File: src/rtl/uart_tx_arbiter.sv
// Round-robin sequencer sharing one 7-bit UART transmitter between up to four
// character sources, with optional message locking so strings never interleave.
module uart_tx_arbiter #(
  parameter int NUM_REQ      = 4,
  parameter int BUSY_TIMEOUT = 8,
  parameter int LOCK_TIMEOUT = 65535
) (
  input  logic                   clk,
  input  logic                   rst,
  input  logic [NUM_REQ-1:0]     req_valid,
  input  logic [7*NUM_REQ-1:0]   req_data,
  input  logic [NUM_REQ-1:0]     req_last,
  output logic [NUM_REQ-1:0]     req_ready,
  output logic                   tx_start,
  output logic [6:0]             tx_data,
  input  logic                   tx_busy,
  output logic [1:0]             grant_id,
  output logic                   active,
  output logic                   locked,
  output logic                   err_nostart,
  output logic                   err_lock_to
);

  localparam logic [2:0] IDLE      = 3'd0;
  localparam logic [2:0] LAUNCH    = 3'd1;
  localparam logic [2:0] WAIT_BUSY = 3'd2;
  localparam logic [2:0] WAIT_DONE = 3'd3;
  localparam logic [2:0] LOCKED    = 3'd4;

  localparam int BW = $clog2(BUSY_TIMEOUT + 1);
  localparam int LW = $clog2(LOCK_TIMEOUT + 1);
  localparam logic [BW-1:0] BUSY_LAST = BW'(BUSY_TIMEOUT - 1);
  localparam logic [LW-1:0] LOCK_LAST = LW'(LOCK_TIMEOUT - 1);

  logic [2:0]      state;
  logic [1:0]      rr_ptr;
  logic            last_q;
  logic [BW-1:0]   busy_cnt;
  logic [LW-1:0]   lock_cnt;

  logic [3:0]      valid4, last4;
  logic [3:0][6:0] data4;
  logic [2:0]      cand;
  logic [1:0]      pick, gsel, next_ptr;
  logic            pick_ok, grant_go;
  logic [3:0]      gsel_oh;

  // Widen request buses to a fixed four slots so indexing is uniform for any NUM_REQ.
  always_comb begin
    valid4 = '0;
    last4  = '0;
    data4  = '0;
    for (int i = 0; i < NUM_REQ; i++) begin
      valid4[i] = req_valid[i];
      last4[i]  = req_last[i];
      data4[i]  = req_data[7*i +: 7];
    end
  end

  // Scan downward in distance from rr_ptr so the nearest valid requester wins last.
  always_comb begin
    pick    = '0;
    pick_ok = 1'b0;
    cand    = '0;
    for (int i = NUM_REQ - 1; i >= 0; i--) begin
      cand = {1'b0, rr_ptr} + 3'(i);
      if (cand >= 3'(NUM_REQ)) cand = cand - 3'(NUM_REQ);
      if (valid4[cand[1:0]]) begin
        pick    = cand[1:0];
        pick_ok = 1'b1;
      end
    end
  end

  always_comb begin
    gsel     = (state == LOCKED) ? grant_id : pick;
    gsel_oh  = 4'b0001 << gsel;
    next_ptr = (grant_id == 2'(NUM_REQ - 1)) ? 2'd0 : grant_id + 2'd1;
    grant_go = !tx_busy &&
               (((state == IDLE) && pick_ok) || ((state == LOCKED) && valid4[grant_id]));
  end

  always_ff @(posedge clk) begin
    if (rst) begin
      state       <= IDLE;
      rr_ptr      <= '0;
      last_q      <= 1'b0;
      busy_cnt    <= '0;
      lock_cnt    <= '0;
      req_ready   <= '0;
      tx_start    <= 1'b0;
      tx_data     <= '0;
      grant_id    <= '0;
      active      <= 1'b0;
      locked      <= 1'b0;
      err_nostart <= 1'b0;
      err_lock_to <= 1'b0;
    end else begin
      req_ready   <= '0;
      tx_start    <= 1'b0;
      err_nostart <= 1'b0;
      err_lock_to <= 1'b0;
      if (grant_go) begin
        req_ready <= gsel_oh[NUM_REQ-1:0];
        tx_data   <= data4[gsel];
        grant_id  <= gsel;
        last_q    <= last4[gsel];
        active    <= 1'b1;
        state     <= LAUNCH;
      end else begin
        case (state)
          LAUNCH: begin
            tx_start <= 1'b1;
            busy_cnt <= '0;
            state    <= WAIT_BUSY;
          end
          WAIT_BUSY: begin
            if (tx_busy) begin
              state <= WAIT_DONE;
            end else if (busy_cnt == BUSY_LAST) begin
              // Character is dropped; advance the pointer so the victim is not retried first.
              err_nostart <= 1'b1;
              locked      <= 1'b0;
              active      <= 1'b0;
              rr_ptr      <= next_ptr;
              state       <= IDLE;
            end else begin
              busy_cnt <= busy_cnt + 1'b1;
            end
          end
          WAIT_DONE: begin
            if (!tx_busy) begin
              active <= 1'b0;
              if (last_q) begin
                locked <= 1'b0;
                rr_ptr <= next_ptr;
                state  <= IDLE;
              end else begin
                locked   <= 1'b1;
                lock_cnt <= '0;
                state    <= LOCKED;
              end
            end
          end
          LOCKED: begin
            // Stall timer only runs while the owner has nothing to offer.
            if (!valid4[grant_id]) begin
              if (lock_cnt == LOCK_LAST) begin
                err_lock_to <= 1'b1;
                locked      <= 1'b0;
                rr_ptr      <= next_ptr;
                state       <= IDLE;
              end else begin
                lock_cnt <= lock_cnt + 1'b1;
              end
            end
          end
          default: state <= IDLE;
        endcase
      end
    end
  end

endmodule

File: config.mk
export PLATFORM = sky130hd
export DESIGN_NAME = uart_tx_arbiter
export DESIGN_NICKNAME = d
export VERILOG_FILES = /design/src/rtl/uart_tx_arbiter.sv
export SDC_FILE = /design/constraint.sdc
export NUM_CORES = 1
export LEC_CHECK = 0
export ABC_AREA = 1
export BUFFER_PORTS_ARGS = -buffer_cell sky130_fd_sc_hd__buf_2
export CAP_MARGIN = 20
export CORE_UTILIZATION = 59
export DETAILED_ROUTE_END_ITERATION = 6
export GPL_ROUTABILITY_DRIVEN = 1
export PLACE_DENSITY = 0.85
export SETUP_SLACK_MARGIN = 0.05
export SLEW_MARGIN = 0
export SYNTH_ARGS = -nofsm -noshare
export SYNTH_HDL_FRONTEND = slang
export SYNTH_SLANG_ARGS = --single-unit
File: constraint.sdc
create_clock -name clk -period 2.35 [get_ports clk]
set_input_delay 0 -clock clk [delete_from_list [all_inputs] [get_ports clk]]
set_output_delay 0 -clock clk [all_outputs]
set_load 0.005 [all_outputs]
==> run metrics <==
Crit Path Class=flip-flop to flip-flop; Worst R2R End=tx_data[0]$_SDFFE_PP0P_; Post-DP HPWL=4671 um; Wirelength per Cell=12.25 um; FFs w/ async S/R, synth=0; commonest cells after routing, fill and taps aside=114 x nand2_1, 56 x buf_2, 44 x dfxtp_1; fin. max-slew vios=0; CP dominant cell by count=nand2_1; Critical Path Source Type=flip-flop; H-tree lvl count=2; Placer Congestion=0.8979; Nets=512; Die Y=69.90 um; layout cells sized above 1=0.2170; fillers=372; Worst VDD drop=0.3740 mV; worst slack at placement=0.3260 ns; Slew HR=0.7046; 1st-iter DRT viols=251; Final Hold Vio Count=0; Post-synth EDFFs=0; cts bufs inserted=5; CP max stage delay=0.52 ns; Most used DFF post-synth=dfxtp_1; Worst Path Required=2.60 ns; setup ws final=0.2741 ns; CTS tree=built; vias in the first global route=2498; max frequency=481.7 MHz; Die ar.=0.004886 mm^2; CTS root buf=clkbuf_8; slowest CP cell=dfxtp_1; Core ar.=0.004384 mm^2; DR vias=2789; Max Clock Skew=0.006962 ns; hold crit path type=input pin to flip-flop; first-pass GRT wire length=10710 um; Setup TNS=0 ns; internal reg-to-reg setup slack=0.27 ns; crit-path max FO=19; MaxCap Viol Count=0; r2r startpoint=rr_ptr[0]$_SDFFE_PP0P_; Netlist cell types=37; post-synthesis net count=454; largest net degree at the start of global routing=20; clock slew at reported path FFs=0.09 ns; # resized after CTS=0; yosys warns=0; status=completed; worst reg-to-reg path cell count=14; number of setup violations in the final report=0; RSZ-0062 raised after global routing=no; sequential area share after synthesis=0.3238; cell count of the worst hold path=5; Synth top area share=0.3238; crit path cell chain=inv_4 -> nand2_2 -> nand3_1 -> nand2_1 -> nand3_1 -> nand2_1 -> nand2_1 -> nand3_2 -> nand2_4 -> nor2_4 -> nand3_1 -> nand2_1 -> inv_1 -> nand2_1; vias per cell=5.343; # clock sinks=44; synthesis-stage register bit count=44; ant diodes=0; slew of the pin with the lowest slew margin=0.4420 ns; P per Cell Area=581.4 mW/mm^2; P_leak=1.420 nW; Syn Inst Count=411; cell area after placement=0.002993 mm^2; Post-DRT Antenna Nets=0; Routed WL=6397 um; Clock Tree Buf Depth=2; Avg Cell Area, Syn=6.618 um^2; IO Pins=57; commonest non-fill, non-tap cell in the layout=nand2_1; Post-Syn Area=0.002720 mm^2; synth top area cells=dfxtp_1 32%, nand2_1 16%, nand3_1 7.7%; Port Buffers=56; minimum clock period=2.076 ns; Hold EP=tx_data[2]$_SDFFE_PP0P_; initial core utilization=0.6204; Area Growth Syn to Fin=15.41%; arrival time at the worst endpoint=2.33 ns; Synth area leader=dfxtp_1; Initial DRT Pass Iterations=5; Clk Latency, worst-skew pair=0.31 ns; row cnt=24; total grt overflow=0; # DRC=0; CP Capture Type=flip-flop; Final period util=0.8834; fin area=0.003139 mm^2; chip width=69.90 um; initial antenna violation count=0; min-delay src=req_data[9]; GRT Util Overall=0.2700
## per-layer routing
metal | part of all wire | global-route usage
met4 | 0.019 | 0.09333
met1 | 0.46 | 0.3488
met5 | 0 | 0
met3 | 0.044 | 0.04473
met2 | 0.48 | 0.4551
## per-stage QoR
step | util | cells | hold slack [ns] | total power [mW]
floorplan | - | 411 | 0.06907 | 1.126
global route | 0.7160 | 522 | 0.02266 | 1.914
finish | 0.7160 | 522 | 0.001850 | 1.825
CTS | 0.7160 | 522 | 0.0003465 | 1.828
detailed placement | 0.6826 | 511 | 0.3127 | 1.227
global placement | 0.6826 | 511 | 0.3018 | 1.216
## critical path, delay by kind of cell, from the launching register on
family | cells | cell delay, ns
buffers and inverters | 2 | 0.11
flip-flops | 1 | 0.52
AND/OR/NAND/NOR | 12 | 1.38
## power breakdown
part,leakage [nW],switching (mW),internal [mW]
combinational,1.00,0.251,0.144
clock,0.0583,0.284,0.320
sequential,0.357,0.0327,0.792
total,1.42,0.568,1.26
## cell type report
class                      count  area [um^2]  share of cell area
clock buffer                   5        68.82             0.02192
timing repair buffer          60        317.8              0.1012
sequential                    44        880.8              0.2806
tap                           52        65.06             0.02073
clock inverter                 3        47.55             0.01515
inverter                      53        203.9             0.06497
multi-input combinational    305         1555              0.4954
## cell families (layout without fill, tap and decap cells)
kind of cell             after synthesis  in the layout  synth area share
AND/OR/NAND/NOR                      247            247            0.4282
buffers and inverters                 62            121            0.1044
AO/OA/AOI/OAI                         46             46           0.09936
flip-flops                            44             44            0.3238
XOR/XNOR                               8              8           0.02576
adder cells (fa/ha/maj)                4              4           0.01840
## cell usage after synthesis, types with 2 or more instances
library cell,instances
a21oi_2,2
nand2_4,3
nand2_1,114
o21ai_0,12
buf_6,4
a21oi_1,22
inv_4,2
inv_2,10
clkbuf_1,2
ha_1,4
nor3_1,9
nand3_1,42
inv_1,41
nor2_4,3
dfxtp_1,44
nor3b_1,3
nand3_4,2
o21ai_1,2
nor2_1,41
nand4_1,13
nor2_2,3
nand3b_1,3
nand3_2,2
xor2_1,7
a31oi_1,2
or2_1,2
o21bai_1,2
nand2_2,6
## sequential cells by signal (all words and copies together) (netlist names)
name         count
last_q           1
state            3
rr_ptr           2
req_ready        4
err_lock_to      1
tx_data          7
err_nostart      1
busy_cnt         4
lock_cnt        16
tx_start         1
locked           1
active           1
grant_id         2
## repair_timing
item / CTS / global route
hold endpoints to repair: 3 / 0
setup buffers: 0 / 0
hold buffers: 3 / 0
## worst max-delay path by stage
| stage | from | end | slack [ns] | cells after the start |
|---|---|---|---|---|
| 3_3_place_gp | rr_ptr[0]$_SDFFE_PP0P_ | tx_data[0]$_SDFFE_PP0P_ | 0.42 | 15 |
| 2_1_floorplan | state[0]$_SDFFE_PP0P_ | tx_data[2]$_SDFFE_PP0P_ | 0.79 | 12 |
| 6_report | rr_ptr[0]$_SDFFE_PP0P_ | tx_data[0]$_SDFFE_PP0P_ | 0.27 | 14 |
| 3_5_place_dp | rr_ptr[0]$_SDFFE_PP0P_ | tx_data[0]$_SDFFE_PP0P_ | 0.33 | 15 |
| 4_1_cts | rr_ptr[0]$_SDFFE_PP0P_ | tx_data[0]$_SDFFE_PP0P_ | 0.31 | 14 |
| 5_1_grt | rr_ptr[0]$_SDFFE_PP0P_ | tx_data[0]$_SDFFE_PP0P_ | 0.06 | 14 |
No activity file was read; power rests on OpenSTA's default activity.
